===== src/rtl/sp_delay_line_ctrl.sv =====
// Single-port RAM delay-line controller for a FIR filter: clears the RAM, writes each
// accepted sample at wptr, then streams the newest TAPS samples newest-first to the MAC.
module sp_delay_line_ctrl #(
    parameter int unsigned AW   = 7,
    parameter int unsigned DW   = 18,
    parameter int unsigned TAPS = 32
) (
    input  logic          clk,
    input  logic          reset,
    input  logic          s_valid,
    output logic          s_ready,
    input  logic [DW-1:0] s_data,
    output logic          m_valid,
    input  logic          m_ready,
    output logic [DW-1:0] m_data,
    output logic [AW-1:0] m_tap,
    output logic          m_last,
    output logic          ram_ce,
    output logic          ram_oce,
    output logic          ram_reset,
    output logic          ram_wre,
    output logic [AW-1:0] ram_ad,
    output logic [DW-1:0] ram_din,
    input  logic [DW-1:0] ram_dout
);
    localparam logic [AW-1:0] LAST_TAP = AW'(TAPS - 1);

    typedef enum logic [2:0] {
        ST_CLEAR,
        ST_IDLE,
        ST_WRITE,
        ST_READ,
        ST_DRAIN
    } state_t;

    state_t        state_q;
    logic [AW-1:0] wptr_q;
    logic [AW-1:0] cnt_q;
    logic [DW-1:0] sample_q;
    logic          s_ready_q;
    logic          m_valid_q;
    logic [AW-1:0] m_tap_q;
    logic          m_last_q;
    logic          rd_issue;

    // A read is only issued when the output slot is free or being emptied this cycle,
    // so ram_dout (held while ce=0) always matches the beat on m_data.
    assign rd_issue = (state_q == ST_READ) && (!m_valid_q || m_ready);

    always_comb begin
        ram_ce  = 1'b0;
        ram_wre = 1'b0;
        ram_ad  = wptr_q - cnt_q;
        ram_din = '0;
        case (state_q)
            ST_CLEAR: begin
                ram_ce  = 1'b1;
                ram_wre = 1'b1;
                ram_ad  = cnt_q;
            end
            ST_WRITE: begin
                ram_ce  = 1'b1;
                ram_wre = 1'b1;
                ram_ad  = wptr_q;
                ram_din = sample_q;
            end
            ST_READ: ram_ce = rd_issue;
            default: ;
        endcase
    end

    always_ff @(posedge clk) begin
        if (reset) begin
            state_q   <= ST_CLEAR;
            wptr_q    <= '0;
            cnt_q     <= '0;
            sample_q  <= '0;
            s_ready_q <= 1'b0;
            m_valid_q <= 1'b0;
            m_tap_q   <= '0;
            m_last_q  <= 1'b0;
        end else begin
            case (state_q)
                ST_CLEAR: begin
                    cnt_q <= cnt_q + 1'b1;
                    if (cnt_q == '1) begin
                        state_q   <= ST_IDLE;
                        s_ready_q <= 1'b1;
                    end
                end
                ST_IDLE: begin
                    if (s_valid && s_ready_q) begin
                        sample_q  <= s_data;
                        s_ready_q <= 1'b0;
                        cnt_q     <= '0;
                        state_q   <= ST_WRITE;
                    end
                end
                ST_WRITE: begin
                    cnt_q   <= '0;
                    state_q <= ST_READ;
                end
                ST_READ: begin
                    if (rd_issue) begin
                        m_valid_q <= 1'b1;
                        m_tap_q   <= cnt_q;
                        m_last_q  <= (cnt_q == LAST_TAP);
                        cnt_q     <= cnt_q + 1'b1;
                        if (cnt_q == LAST_TAP) begin
                            state_q <= ST_DRAIN;
                        end
                    end
                end
                ST_DRAIN: begin
                    if (m_valid_q && m_ready) begin
                        m_valid_q <= 1'b0;
                        m_tap_q   <= '0;
                        m_last_q  <= 1'b0;
                        wptr_q    <= wptr_q + 1'b1;
                        s_ready_q <= 1'b1;
                        state_q   <= ST_IDLE;
                    end
                end
                default: state_q <= ST_CLEAR;
            endcase
        end
    end

    assign s_ready   = s_ready_q;
    assign m_valid   = m_valid_q;
    assign m_tap     = m_tap_q;
    assign m_last    = m_last_q;
    assign m_data    = ram_dout;
    assign ram_oce   = 1'b1;
    assign ram_reset = reset;

endmodule


===== config.mk =====
export PLATFORM = sky130hd
export DESIGN_NAME = sp_delay_line_ctrl
export DESIGN_NICKNAME = d
export VERILOG_FILES = /design/src/rtl/sp_delay_line_ctrl.sv
export SDC_FILE = /design/constraint.sdc
export NUM_CORES = 1
export LEC_CHECK = 0
export CAP_MARGIN = 20
export CORE_UTILIZATION = 40
export CTS_BUF_LIST = sky130_fd_sc_hd__clkbuf_16
export DETAILED_ROUTE_END_ITERATION = 7
export GPL_TIMING_DRIVEN = 0
export PLACE_DENSITY = 0.84
export SETUP_SLACK_MARGIN = 0.1
export SYNTH_ARGS = -nofsm -noshare
export SYNTH_HDL_FRONTEND = slang
export SYNTH_SLANG_ARGS = --single-unit

===== constraint.sdc =====
create_clock -name clk -period 4.9 [get_ports clk]
set_input_delay 0.735 -clock clk [delete_from_list [all_inputs] [get_ports clk]]
set_output_delay 0.735 -clock clk [all_outputs]
set_load 0.01 [all_outputs]

==> flow_metrics.py, run 1 <==
metrics = {
    "floorplanning": {
        "starting_utilization_of_the_core_area_pct": 42.1,
        "chipWidth_um": 81.4,
        "placementRows": 28,
        "coreArea_mm2": 0.00599,
        "die_area_mm2": 0.00662,
        "number_of_placed_i_o_pins": 97,
        "die-height_um": 81.4,
    },
    "sta": {
        "whs_ps": 448,
        "setup_total_negative_slack_ps": 0,
        "grt_setup_unrepaired": "false",
        "report.final.setup_viol": 0,
        "final-hold-violation-count": 0,
        "max_clock_freq_ghz": 0.271,
        "maxSlewViolCount": 0,
        "layout_worst_path_cycle_share_pct": 75.3,
        "tightestPinTransition_ps": 931,
        "final.setup.worst_slack_ps": 1210,
        "max-slew-margin-rel_pct": 37.8,
        "clock-skew-final_ps": 4.97,
        "period_needed_ps": 3690,
    },
    "pwr": {
        "report.power.total_w": 0.000846,
        "ir_drop_uv": 187,
        "cellPowerDensity_mw_per_mm2": 238,
        "leakagePower_nw": 1.34,
    },
    "outcome": {
        "outcome": "finished, final reports clean",
    },
    "grt": {
        "grt_use_total_pct": 21.1,
        "grt_max_degree": 15,
        "grt_overflow": 0,
        "first_global_vias": 2396,
        "antenna_found_initial": 0,
        "global_route_wire_length_before_repair_mm": 10.7,
    },
    "clocking": {
        "cts.root.buffer_cell": "clkbuf_16",
        "cts_resized": 0,
        "clock_latency_ps": 290,
        "cts_setup_buffers": 0,
        "clk_transition_reported_paths_ps": 60,
        "ctsHtreeMaxLevel": 2,
        "cts-buffers-inserted": 5,
        "clock_sink_count": 45,
        "clock_tree_from_tritoncts": "done",
        "cts_hold_buf": 0,
        "cts_max_path_buffers": 2,
    },
    "finish": {
        "antenna_cells": 0,
        "layout.cells.most_common_list": "77 x clkdlybuf4s50_1, 52 x nand2_1, 45 x dfxtp_1",
        "flow.area_growth_from_synthesis_pct": 40.9,
        "design.final.nets": 451,
        "post_route_cells_drive_above_1_share_pct": 9.18,
        "commonest_non_fill_non_tap_cell_in_the_layout": "clkdlybuf4s50_1",
    },
    "worst_setup_path": {
        "cp_data_required_time_ps": 4160,
        "critical_path.slowest_cell": "clkdlybuf4s50_1",
        "cp_cell_sequence": "ha_1 > fa_1 > nor2b_1 > o2111a_1 > a2111oi_2 > xnor2_1 > o311ai_0 > clkdlybuf4s50_1",
        "crit_family": "compound AO/OA/AOI/OAI gates",
        "worst_ep_arrival_time_ps": 2950,
        "max_stage_delay_ps": 610,
        "worstPathBufferInverterCount": 1,
        "startpoint_type": "flip-flop",
        "timing.critical_path.fanout_max": 6,
        "critPathCaptureType": "output port",
        "worst-setup-path-type": "reg -> out",
    },
    "placement": {
        "port-buffer-count": 77,
        "routabilityCongestion": 0.929,
        "post-dp-hpwl_mm": 4.89,
        "place_worst_setup_slack_ps": 1520,
    },
    "routing": {
        "wirelength_mm": 6.55,
        "routedWlPerCell_um": 13.7,
        "post-route-drc-count": 0,
        "initialDrtViolationCount": 243,
        "ant_nets": 0,
        "iteration_count_of_the_initial_detailed_routing_pass": 4,
        "via_per_instance_ratio": 5.26,
        "detailroute.via_count": 2513,
    },
    "synth": {
        "synth_edf_count": 0,
        "yosys.cell_types.count": 46,
        "post_synth.cell_area_avg_um2": 7.92,
        "synth_flop_cell": "dfxtp_1",
        "syn_nets": 367,
        "ys.warnings.count": 0,
        "synth_seq_cells": 45,
        "synth_async_sr_flop_share_pct": 0,
        "syn_area_mm2": 0.00252,
        "ys_seq_area_share_pct": 35.7,
        "syn_inst": 318,
    },
    "worst_hold_path": {
        "worst_min_delay_path_class": "reg -> reg",
    },
    "run": {
        "max-cap-violations": 0,
    },
}
## stage by stage
stage          area [um2]  utilization (%)  instances
2_1_floorplan        2520                -        318
3_3_place_gp         3380             56.5        470
3_5_place_dp         3380             56.5        470
4_1_cts              3550             59.3        478
5_1_grt              3550             59.3        478
6_report             3550             59.3        478
## logic make-up after synthesis
logic type	count (synthesis)	synth area share (%)
adders and majority gates	9	4.77
other	1	0.149
DFF	45	35.7
xor gates and xnor gates	13	4.52
and+or+nand+nor	136	26.5
muxes	7	2.98
buffers and inverters	47	10.1
AOI/OAI and AO/OA	60	15.2
## layer usage
metal / vias up / global-route usage [%] / routed length (um)
met5: - / 0 / 0
met4: 0 / 8.39 / 121
met3: 11 / 4.38 / 455
met2: 93 / 36.2 / 3150
met1: 1165 / 25.4 / 2820
li1: 1244 / - / -
## Yosys cell counts (all sizes together), types with 2 or more instances
library cell,n,area share (%)
or3,4,0.99
xnor2,9,3.1
nand2,52,7.7
o21ai,9,1.8
ha,8,4.0
o21a,2,0.60
inv,9,1.3
a22oi,8,2.4
a2111oi,3,1.3
xor2,4,1.4
nor3,8,1.8
nor2b,4,0.99
mux2i,6,2.4
nor2,29,4.3
nand2b,6,1.5
clkbuf,16,2.4
o211ai,3,0.89
dfxtp,45,36
nand3,3,0.60
and3,19,4.7
a21oi,27,5.4
nand4,5,1.5
buf,22,6.3
## power by group
part | internal [W] | total (W) | switching (W) | leakage [nW]
clock network | 0.000239 | 0.000377 | 0.000139 | 0.0775
registers | 0.000368 | 0.000373 | 0.00000465 | 0.363
logic | 0.0000595 | 0.0000962 | 0.0000367 | 0.899
total | 0.000666 | 0.000846 | 0.000180 | 1.34
## layout make-up
class,instances,area [um2]
fill,503,2440
multi-input combinational,226,1370
sequential,45,901
timing repair buffer,77,771
buffer,38,220
clock buffer,5,125
tap,75,93.8
clock inverter,3,41.3
inverter,9,33.8
## registers in the layout, indices dropped and copies added (netlist names)
signal,flops
s_ready,1
sample_q,18
m_valid,1
m_last,1
wptr_q,7
state_q,3
m_tap,7
cnt_q,7
## worst register-to-register path, stage by stage (launching register included)
cell	delay [ps]
dfxtp_1	510
ha_1	280
nand4_2	160
or4_4	470
or3b_4	420
mux2_4	270
a221oi_2	200
## final timing paths
path               startpoint           to  slack, ps  depth (start not counted)
setup reg to reg     cnt_q[1]   state_q[2]       2490                          6
setup / recovery     cnt_q[0]    ram_ad[6]       1210                          8
hold / removal    sample_q[5]  sample_q[5]        450                          2
hold reg to reg   sample_q[5]  sample_q[5]        450                          2
Note: power is estimated with default switching activity, not from simulation.
==> run 2, diff against run 1 <==
- clock period: 4.9 -> 3.8 ns (I/O delays scaled with it)
==> run 2 against run 1 <==
Net effect:
- via count rose by 1.8%
- critical path depth did not move
- worst setup slack got worse by 700 ps
- utilization rose by 0.063 points
- first-iteration DRC count fell by 22%
- critical path type unchanged
- die area did not move
- non-clock buffer count did not move
- largest power group unchanged
- flip-flop and latch count did not move
- sequential power rose by 29%
==> flow_metrics.py, run 2 (synthesis results as in run 1) <==
metrics = {
    "outcome": {
        "outcome": "finished, final reports clean",
    },
    "clocking": {
        "clock_latency_ps": 290,
        "cts-buffers-inserted": 5,
        "ctsHtreeMaxLevel": 2,
        "cts.root.buffer_cell": "clkbuf_16",
        "clock_sink_count": 45,
        "cts_max_path_buffers": 2,
        "clk_transition_reported_paths_ps": 60,
        "cts_hold_buf": 0,
        "clock_tree_from_tritoncts": "done",
    },
    "routing": {
        "wirelength_mm": 6.59,
        "routedWlPerCell_um": 13.8,
        "post-route-drc-count": 0,
        "initialDrtViolationCount": 190,
        "ant_nets": 0,
        "detailroute.via_count": 2558,
        "via_per_instance_ratio": 5.35,
        "iteration_count_of_the_initial_detailed_routing_pass": 5,
    },
    "worst_hold_path": {
        "destination_of_the_worst_hold_path": "sample_q[5]",
        "worst_hold_path.num_cells": 2,
        "worst_min_delay_path_class": "reg -> reg",
        "holdCritStartpoint": "sample_q[5]",
    },
    "pwr": {
        "leakagePower_nw": 1.36,
        "ir_drop_uv": 242,
        "cellPowerDensity_mw_per_mm2": 307,
    },
    "finish": {
        "fin_util_pct": 59.3,
        "post_route_cells_drive_above_1_share_pct": 9.43,
        "design.final.nets": 451,
        "flow.area_growth_from_synthesis_pct": 41.1,
        "largest-register": "sample_q",
        "antenna_cells": 0,
        "max_ffs_per_register": 18,
        "layout.cells.most_common_list": "76 x clkdlybuf4s50_1, 52 x nand2_1, 44 x dfxtp_1",
        "commonest_non_fill_non_tap_cell_in_the_layout": "clkdlybuf4s50_1",
        "final_cell_area_mm2": 0.00355,
    },
    "floorplanning": {
        "number_of_placed_i_o_pins": 97,
        "die_area_mm2": 0.00662,
        "coreArea_mm2": 0.00599,
        "starting_utilization_of_the_core_area_pct": 42.1,
        "chipWidth_um": 81.4,
        "die-height_um": 81.4,
        "placementRows": 28,
    },
    "worst_setup_path": {
        "critical_path.reg2reg.startpoint": "cnt_q[1]",
        "worst_ep_arrival_time_ps": 2710,
        "timing.critical_path.fanout_max": 7,
        "startpoint_type": "flip-flop",
        "critPathCaptureType": "output port",
        "cp_data_required_time_ps": 3230,
        "r2r_cells": 6,
        "worst-setup-path-type": "reg -> out",
        "regToRegSetupSlack_ps": 1370,
        "r2r_end": "state_q[2]",
    },
    "sta": {
        "maxSlewViolCount": 0,
        "max_clock_freq_ghz": 0.305,
        "report.final.setup_viol": 0,
        "final.setup.worst_slack_ps": 516,
        "final-hold-violation-count": 0,
        "layout_worst_path_cycle_share_pct": 86.4,
        "setup_total_negative_slack_ps": 0,
        "max-slew-margin-rel_pct": 36.1,
        "tightestPinTransition_ps": 957,
        "grt_setup_unrepaired": "false",
        "whs_ps": 448,
        "period_needed_ps": 3280,
        "clock-skew-final_ps": 5.00,
    },
    "placement": {
        "post-dp-hpwl_mm": 4.89,
        "routabilityCongestion": 0.929,
        "place_worst_setup_slack_ps": 588,
        "port-buffer-count": 77,
        "placedInstanceArea_mm2": 0.00338,
    },
    "run": {
        "max-cap-violations": 0,
    },
    "grt": {
        "grt_overflow": 0,
        "first_global_vias": 2396,
        "grt_use_total_pct": 21.1,
        "global_route_wire_length_before_repair_mm": 10.7,
        "antenna_found_initial": 0,
        "grt_max_degree": 15,
    },
}
==> run 2: changes by cell type in the layout (fill, tap and decap cells not counted) <==
cell             before  now
dlymetal6s2s_1        0    1
clkdlybuf4s50_1      77   76
dfxtp_2               0    1
dfxtp_1              45   44
==> run 2: repair_timing <==
item                       in CTS  in global routing
hold endpoints to repair        0                  0
buffers inserted                0                  0
setup endpoints to repair       0                  1
resized for setup               0                  2
==> run 2: power breakdown <==
group	total, W	leakage (nW)	internal [W]	switching [W]
Clock	0.000485	0.0775	0.000308	0.000177
Combinational	0.000124	0.918	0.0000767	0.0000476
Sequential	0.000481	0.363	0.000475	0.00000612
Total	0.00109	1.36	0.000859	0.000231
==> run 2: area by class of cell <==
cell class                      instances  area, um2
Clock buffer                            5        125
Clock inverter                          3       41.3
Fill cell                             503       2440
Sequential cell                        45        902
Tap cell                               75       93.8
Multi-Input combinational cell        226       1370
Timing Repair Buffer                   77        773
Inverter                                9       33.8
Buffer                                 38        220
==> run 2: how the worst max path moves through the flow <==
stage	start	endpoint	depth (start not counted)
2_1_floorplan	cnt_q[2]	ram_ad[6]	7
4_1_cts	cnt_q[0]	ram_ad[6]	8
6_report	cnt_q[1]	ram_ad[5]	8
3_3_place_gp	cnt_q[0]	ram_ad[6]	8
5_1_grt	cnt_q[1]	ram_ad[5]	8
3_5_place_dp	cnt_q[0]	ram_ad[6]	8
==> run 2: worst max-delay path, cell delays in order, from the launching register on <==
cell and delay [ps]:
dfxtp_1 510, inv_1 90, ha_1 270, nor2b_1 130, o211ai_1 150, a21boi_0 130
o21a_1 190, o31ai_1 340, clkdlybuf4s50_1 600
==> run 2: metal layers <==
layer | share of wire [%] | vias up | global-route usage, %
li1 | - | 1240 | -
met1 | 42 | 1189 | 25.4
met2 | 48 | 116 | 36.2
met3 | 7.9 | 13 | 4.38
met4 | 1.9 | 0 | 8.39
met5 | 0 | - | 0
==> run 2: per-stage QoR <==
stage	power [W]	std cells
final	0.00109	478
after global routing	0.00112	478
after CTS	0.00109	478
after detailed placement	0.000615	470
after global placement	0.000611	470
after floorplan	0.000555	318
